### src/rtl/mem_lsu.sv
// Load/store unit for the MEM stage: drives a single-beat data bus, aligns and
// extends load data, flags misaligned accesses and stalls the pipe meanwhile.
module mem_lsu #(
  parameter logic [7:0] OP_LB  = 8'hE0,
  parameter logic [7:0] OP_LBU = 8'hE4,
  parameter logic [7:0] OP_LH  = 8'hE1,
  parameter logic [7:0] OP_LHU = 8'hE5,
  parameter logic [7:0] OP_LW  = 8'hE3,
  parameter logic [7:0] OP_SB  = 8'hE8,
  parameter logic [7:0] OP_SH  = 8'hE9,
  parameter logic [7:0] OP_SW  = 8'hEB
) (
  input  logic        clk,
  input  logic        rst,
  input  logic [4:0]  mem_wd,
  input  logic        mem_wreg,
  input  logic [31:0] mem_wdata,
  input  logic [7:0]  mem_aluop,
  input  logic [31:0] mem_mem_addr,
  input  logic [31:0] mem_reg2,
  input  logic [31:0] mem_pc,
  output logic        stall_req,
  output logic        dbus_req,
  output logic        dbus_we,
  output logic [31:0] dbus_addr,
  output logic [3:0]  dbus_sel,
  output logic [31:0] dbus_wdata,
  input  logic [31:0] dbus_rdata,
  input  logic        dbus_ack,
  output logic [4:0]  wb_wd,
  output logic        wb_wreg,
  output logic [31:0] wb_wdata,
  output logic [31:0] wb_pc,
  output logic        excp_adel,
  output logic        excp_ades,
  output logic [31:0] excp_badaddr
);

  localparam int unsigned DW = 32;
  localparam int unsigned RW = 5;

  typedef enum logic [1:0] {IDLE, BUSY, DONE} state_t;

  state_t          state, state_nx;
  logic            is_load, is_store, is_byte, is_half, is_word, misaligned;
  logic [7:0]      lane_byte;
  logic [15:0]     lane_half;
  logic [DW-1:0]   load_data;

  logic            dbus_req_nx, dbus_we_nx;
  logic [DW-1:0]   dbus_addr_nx, dbus_wdata_nx;
  logic [3:0]      dbus_sel_nx;
  logic [RW-1:0]   wb_wd_nx;
  logic            wb_wreg_nx;
  logic [DW-1:0]   wb_wdata_nx, wb_pc_nx;
  logic            excp_adel_nx, excp_ades_nx;
  logic [DW-1:0]   excp_badaddr_nx;

  // Opcode decode and alignment check
  always_comb begin
    is_load  = (mem_aluop == OP_LB) || (mem_aluop == OP_LBU) || (mem_aluop == OP_LH) ||
               (mem_aluop == OP_LHU) || (mem_aluop == OP_LW);
    is_store = (mem_aluop == OP_SB) || (mem_aluop == OP_SH) || (mem_aluop == OP_SW);
    is_byte  = (mem_aluop == OP_LB) || (mem_aluop == OP_LBU) || (mem_aluop == OP_SB);
    is_half  = (mem_aluop == OP_LH) || (mem_aluop == OP_LHU) || (mem_aluop == OP_SH);
    is_word  = (mem_aluop == OP_LW) || (mem_aluop == OP_SW);
    misaligned = (is_half && mem_mem_addr[0]) || (is_word && (mem_mem_addr[1:0] != 2'b00));
  end

  // Lane select and extension of returned load data
  always_comb begin
    lane_byte = 8'(dbus_rdata >> {mem_mem_addr[1:0], 3'b000});
    lane_half = mem_mem_addr[1] ? dbus_rdata[31:16] : dbus_rdata[15:0];
    load_data = dbus_rdata;
    if (mem_aluop == OP_LB)       load_data = {{24{lane_byte[7]}}, lane_byte};
    else if (mem_aluop == OP_LBU) load_data = {24'd0, lane_byte};
    else if (mem_aluop == OP_LH)  load_data = {{16{lane_half[15]}}, lane_half};
    else if (mem_aluop == OP_LHU) load_data = {16'd0, lane_half};
  end

  always_ff @(posedge clk) begin
    if (!rst) begin
      state        <= IDLE;
      dbus_req     <= 1'b0;
      dbus_we      <= 1'b0;
      dbus_addr    <= '0;
      dbus_sel     <= '0;
      dbus_wdata   <= '0;
      wb_wd        <= '0;
      wb_wreg      <= 1'b0;
      wb_wdata     <= '0;
      wb_pc        <= '0;
      excp_adel    <= 1'b0;
      excp_ades    <= 1'b0;
      excp_badaddr <= '0;
    end else begin
      state        <= state_nx;
      dbus_req     <= dbus_req_nx;
      dbus_we      <= dbus_we_nx;
      dbus_addr    <= dbus_addr_nx;
      dbus_sel     <= dbus_sel_nx;
      dbus_wdata   <= dbus_wdata_nx;
      wb_wd        <= wb_wd_nx;
      wb_wreg      <= wb_wreg_nx;
      wb_wdata     <= wb_wdata_nx;
      wb_pc        <= wb_pc_nx;
      excp_adel    <= excp_adel_nx;
      excp_ades    <= excp_ades_nx;
      excp_badaddr <= excp_badaddr_nx;
    end
  end

  // Next state, next register values and the combinational stall
  always_comb begin
    state_nx        = state;
    stall_req       = 1'b0;
    dbus_req_nx     = dbus_req;
    dbus_we_nx      = dbus_we;
    dbus_addr_nx    = dbus_addr;
    dbus_sel_nx     = dbus_sel;
    dbus_wdata_nx   = dbus_wdata;
    wb_wd_nx        = wb_wd;
    wb_wreg_nx      = 1'b0;
    wb_wdata_nx     = wb_wdata;
    wb_pc_nx        = wb_pc;
    excp_adel_nx    = 1'b0;
    excp_ades_nx    = 1'b0;
    excp_badaddr_nx = excp_badaddr;

    case (state)
      IDLE: begin
        wb_wd_nx    = mem_wd;
        wb_wdata_nx = mem_wdata;
        wb_pc_nx    = mem_pc;
        if (!(is_load || is_store)) begin
          wb_wreg_nx = mem_wreg;
        end else if (misaligned) begin
          excp_adel_nx    = is_load;
          excp_ades_nx    = is_store;
          excp_badaddr_nx = mem_mem_addr;
        end else begin
          stall_req    = rst;
          state_nx     = BUSY;
          dbus_req_nx  = 1'b1;
          dbus_we_nx   = is_store;
          dbus_addr_nx = {mem_mem_addr[31:2], 2'b00};
          if (is_byte)      dbus_sel_nx = 4'b0001 << mem_mem_addr[1:0];
          else if (is_half) dbus_sel_nx = mem_mem_addr[1] ? 4'b1100 : 4'b0011;
          else              dbus_sel_nx = 4'b1111;
          if (is_byte)      dbus_wdata_nx = {4{mem_reg2[7:0]}};
          else if (is_half) dbus_wdata_nx = {2{mem_reg2[15:0]}};
          else              dbus_wdata_nx = mem_reg2;
        end
      end
      BUSY: begin
        stall_req = rst;
        if (dbus_ack) begin
          state_nx    = DONE;
          dbus_req_nx = 1'b0;
          dbus_we_nx  = 1'b0;
          wb_wd_nx    = mem_wd;
          wb_pc_nx    = mem_pc;
          wb_wreg_nx  = is_load && mem_wreg;
          wb_wdata_nx = is_load ? load_data : mem_wdata;
        end
      end
      DONE: begin
        // EX/MEM advances at this edge; the held instruction is not reissued
        state_nx = IDLE;
      end
      default: state_nx = IDLE;
    endcase
  end

endmodule

### config.mk
export PLATFORM = sky130hd
export DESIGN_NAME = mem_lsu
export DESIGN_NICKNAME = d
export VERILOG_FILES = /design/src/rtl/mem_lsu.sv
export SDC_FILE = /design/constraint.sdc
export NUM_CORES = 1
export LEC_CHECK = 0
export BUFFER_PORTS_ARGS = -buffer_cell sky130_fd_sc_hd__clkbuf_2
export CAP_MARGIN = 0
export CORE_ASPECT_RATIO = 0.5
export CORE_UTILIZATION = 45
export CTS_CLUSTER_SIZE = 8
export DETAILED_ROUTE_END_ITERATION = 10
export PLACE_DENSITY = 0.78
export SLEW_MARGIN = 20
export SYNTH_ARGS = -nofsm -noshare
export SYNTH_HDL_FRONTEND = slang
export SYNTH_SLANG_ARGS = --single-unit
### constraint.sdc
create_clock -name clk -period 6.1 [get_ports clk]
set_clock_uncertainty 0.05 [all_clocks]
set_input_delay 1.22 -clock clk [delete_from_list [all_inputs] [get_ports clk]]
set_output_delay 1.22 -clock clk [all_outputs]
set_load 0.02 [all_outputs]
==> impl_metrics.toml <==
[critical_path]
max_stage_delay_ns = 0.64
crit_path_cell_trace = "clkbuf_2, nand2b_1, a222oi_1, a21oi_1, nor3_1, clkbuf_2"
arrival_ns = 2.89
crit_start = "mem_aluop[0]"
cp-end-kind = "output port"
crit_end = "stall_req"
crit_type = "input pin to output port"
path_buf_inv = 2
cp.depth = 6
r2r-end = "wb_wdata[10]"
start_kind = "input pin"
cpMostUsedCell = "clkbuf_2"
cpMaxStageDelayCell = "clkbuf_2"
worst-r2r-setup-slack_ns = 3.37
path_delay_family = "buffers and inverters"
crit_path_max_fanout = 37
reg2regPathDepth = 5
r2r_start = "state[0]"
cp.required_ns = 4.83

[timing]
max_freq_mhz = 240
hold_ws_ns = 0.402
rsz0062_at_grt = "false"
setup-violations-final = 0
timing.final.crit_share_pct = 68.2
tightest_slew_ns = 1.10
slew_viol_final = 0
min_period_ns = 4.16
hold_violations = 0
slew_headroom_pct = 27.0
tns_ns = 0

[layout]
nNetsFinal = 1363
layout-drive-gt1-share_pct = 33.8
final_util_pct = 61.3
antenna_cells = 0
stdcell_count = 1419
area_delta_synth_final_pct = 30.6

[power]
power.leakage_nw = 4.28
p_per_area_nw_per_um2 = 261
ir_drop_mv = 0.203

[global_routing]
grt_max_degree = 108
grt_usage_pct = 25.8
grt_pass1_vias = 6853
gr-total-overflow = 0
grt_pass1_wl_um = 34800
antenna_found_initial = 0

[clock_tree]
clock_latency_ns = 0.41
post_cts_buffers = 0
clock-sinks = 174
htreeDepth = 4
post_cts_resized = 0
cts_tree = "built"
cts_buffer_depth = 2
root_buffer = "clkbuf_16"
clk_pin_slew_ns = 0.06
hold_buffers = 0
numCtsBuffers = 17

[yosys]
synth_cells = 899
syn_avg_cell_area_um2 = 8.19
ys_warn_count = 0
synth_seq_cells = 174
synth_edf_count = 0
yosysSeqAreaShare_pct = 47.3
async_reset_ff_share_pct = 0
synth_cell_type_count = 47
syn_area_um2 = 7370
synthFlopType = "dfxtp_1"

[outcome]
status = "finished, final reports clean"

[die]
die_y_um = 92.5
die-area_um2 = 16900
coreArea_um2 = 15700
die_w_um = 183
io_pins = 352
fp-row-count = 32
initial_core_util_pct = 46.9

[drt]
wl_per_cell_um = 15.8
firstDrtPassIters = 4
via_per_inst = 5.32
drc = 0
first_iter_violations = 471
dr_total_vias = 7542
wirelength_um = 22400
ant_nets = 0

[placement]
port_buffers = 349
gp_congestion = 0.906
dp.cells = 1388
place_hpwl_um = 15900

[job]
maxCapViolCount = 0

[hold_path]
hp-class = "register to register"
-- layout by cell type, fill, tap and decap left out, types with 2 or more instances in the layout --
cell        instances
nand2b_1            3
nand3_1            35
a211o_1             6
nor3b_1             2
clkbuf_8            3
inv_1               4
buf_4               6
o22ai_1            19
and3_1              4
nor3_1              4
a211oi_1            9
clkinv_2            3
a21oi_1           118
clkbuf_16          17
a311oi_2            3
dfxtp_1           174
mux4_2              8
clkinvlp_4          2
nand2_1           244
o211ai_1            9
o2bb2ai_1           8
mux2i_1            25
clkbuf_2          348
clkinv_4            4
a31oi_1            10
nor2_1             19
o221ai_1           24
o21ai_0            55
conb_1              2
nor2b_1             5
-- worst reg2reg max path: cells and delay by family (launching register included) --
family	cells	cell delay [ns]
AOI/OAI and AO/OA	3	0.94
and+or+nand+nor	2	1.17
DFF	1	0.50
-- report_power, final --
| group | switching [mW] | leakage (nW) | internal [mW] |
|---|---|---|---|
| clock network | 0.459 | 0.280 | 0.598 |
| registers | 0.0170 | 1.42 | 1.17 |
| logic | 0.165 | 2.58 | 0.107 |
-- per-stage QoR --
stage	instance area (µm²)	setup slack, ns	power (mW)
5_1_grt	9620	1.69	2.61
4_1_cts	9620	1.95	2.53
3_3_place_gp	9040	1.93	1.47
2_1_floorplan	7370	2.30	1.36
3_5_place_dp	9040	1.88	1.48
6_report	9620	1.94	2.51
-- how the worst min path moves through the flow --
stage | depth (start not counted) | start | slack (ns) | end
6_report | 2 | wb_pc[0] | 0.40 | wb_pc[0]
5_1_grt | 2 | dbus_wdata[24] | 0.42 | dbus_wdata[24]
4_1_cts | 2 | wb_pc[18] | 0.41 | wb_pc[18]
3_5_place_dp | 2 | wb_pc[18] | 0.40 | wb_pc[18]
3_3_place_gp | 2 | wb_pc[31] | 0.39 | wb_pc[31]
2_1_floorplan | 2 | dbus_wdata[0] | 0.48 | dbus_wdata[0]
-- per-layer routing --
| metal | part of all wire [%] | global-route usage, % | wire length (µm) | up-vias |
|---|---|---|---|---|
| li1 | - | - | - | 3730 |
| met1 | 42 | 31.8 | 9370 | 3517 |
| met2 | 50 | 44.2 | 11100 | 264 |
| met3 | 6.7 | 6.37 | 1490 | 31 |
| met4 | 1.7 | 8.68 | 386 | 0 |
| met5 | 0 | 0 | 0 | - |
-- logic make-up (layout without fill, tap and decap cells) --
kind of cell / Yosys count / after routing / share of synthesized area [%]
mux: 34 / 34 / 6.00
other cells: 1 / 2 / 0.0509
simple gates: 327 / 327 / 18.3
buf+inv: 93 / 391 / 6.05
flops: 174 / 174 / 47.3
compound gates: 270 / 270 / 22.3
-- synthesized netlist by cell type, types with 2 or more instances --
cell / count / area, µm²
nand3_1: 35 / 175
a211oi_1: 10 / 75.1
o2bb2ai_1: 8 / 70.1
a21oi_1: 119 / 596
o211ai_1: 9 / 67.6
o21ai_0: 55 / 275
mux2i_1: 25 / 250
nor3_1: 4 / 20.0
a311oi_2: 3 / 45.0
nor2_1: 19 / 71.3
clkbuf_1: 56 / 210
a211o_1: 6 / 52.6
inv_1: 5 / 18.8
buf_1: 3 / 11.3
nor2b_1: 5 / 31.3
o221ai_1: 24 / 210
nand2b_1: 3 / 18.8
mux4_2: 8 / 180
a31oi_1: 10 / 62.6
o22ai_1: 19 / 119
and3_1: 5 / 31.3
dfxtp_1: 174 / 3480
buf_2: 14 / 70.1
nand2_1: 245 / 920
buf_4: 8 / 60.1
nor3b_1: 2 / 15.0
buf_6: 5 / 56.3
-- flip-flops by register name, summed over array words and instances (netlist names) --
register      cells
excp_ades         1
wb_pc            32
dbus_req          1
dbus_we           1
wb_wreg           1
dbus_wdata       32
excp_badaddr     32
dbus_sel          4
wb_wd             5
wb_wdata         32
state             2
excp_adel         1
dbus_addr        30
-- layout make-up --
class / instances / area, µm²
Fill cell: 1440 / 6080
Sequential cell: 174 / 3480
Multi-Input combinational cell: 633 / 3470
Timing Repair Buffer: 354 / 1790
Clock buffer: 20 / 467
Tap cell: 221 / 277
Clock inverter: 11 / 110
Inverter: 6 / 23.8
(Power assumes the default switching activity.)
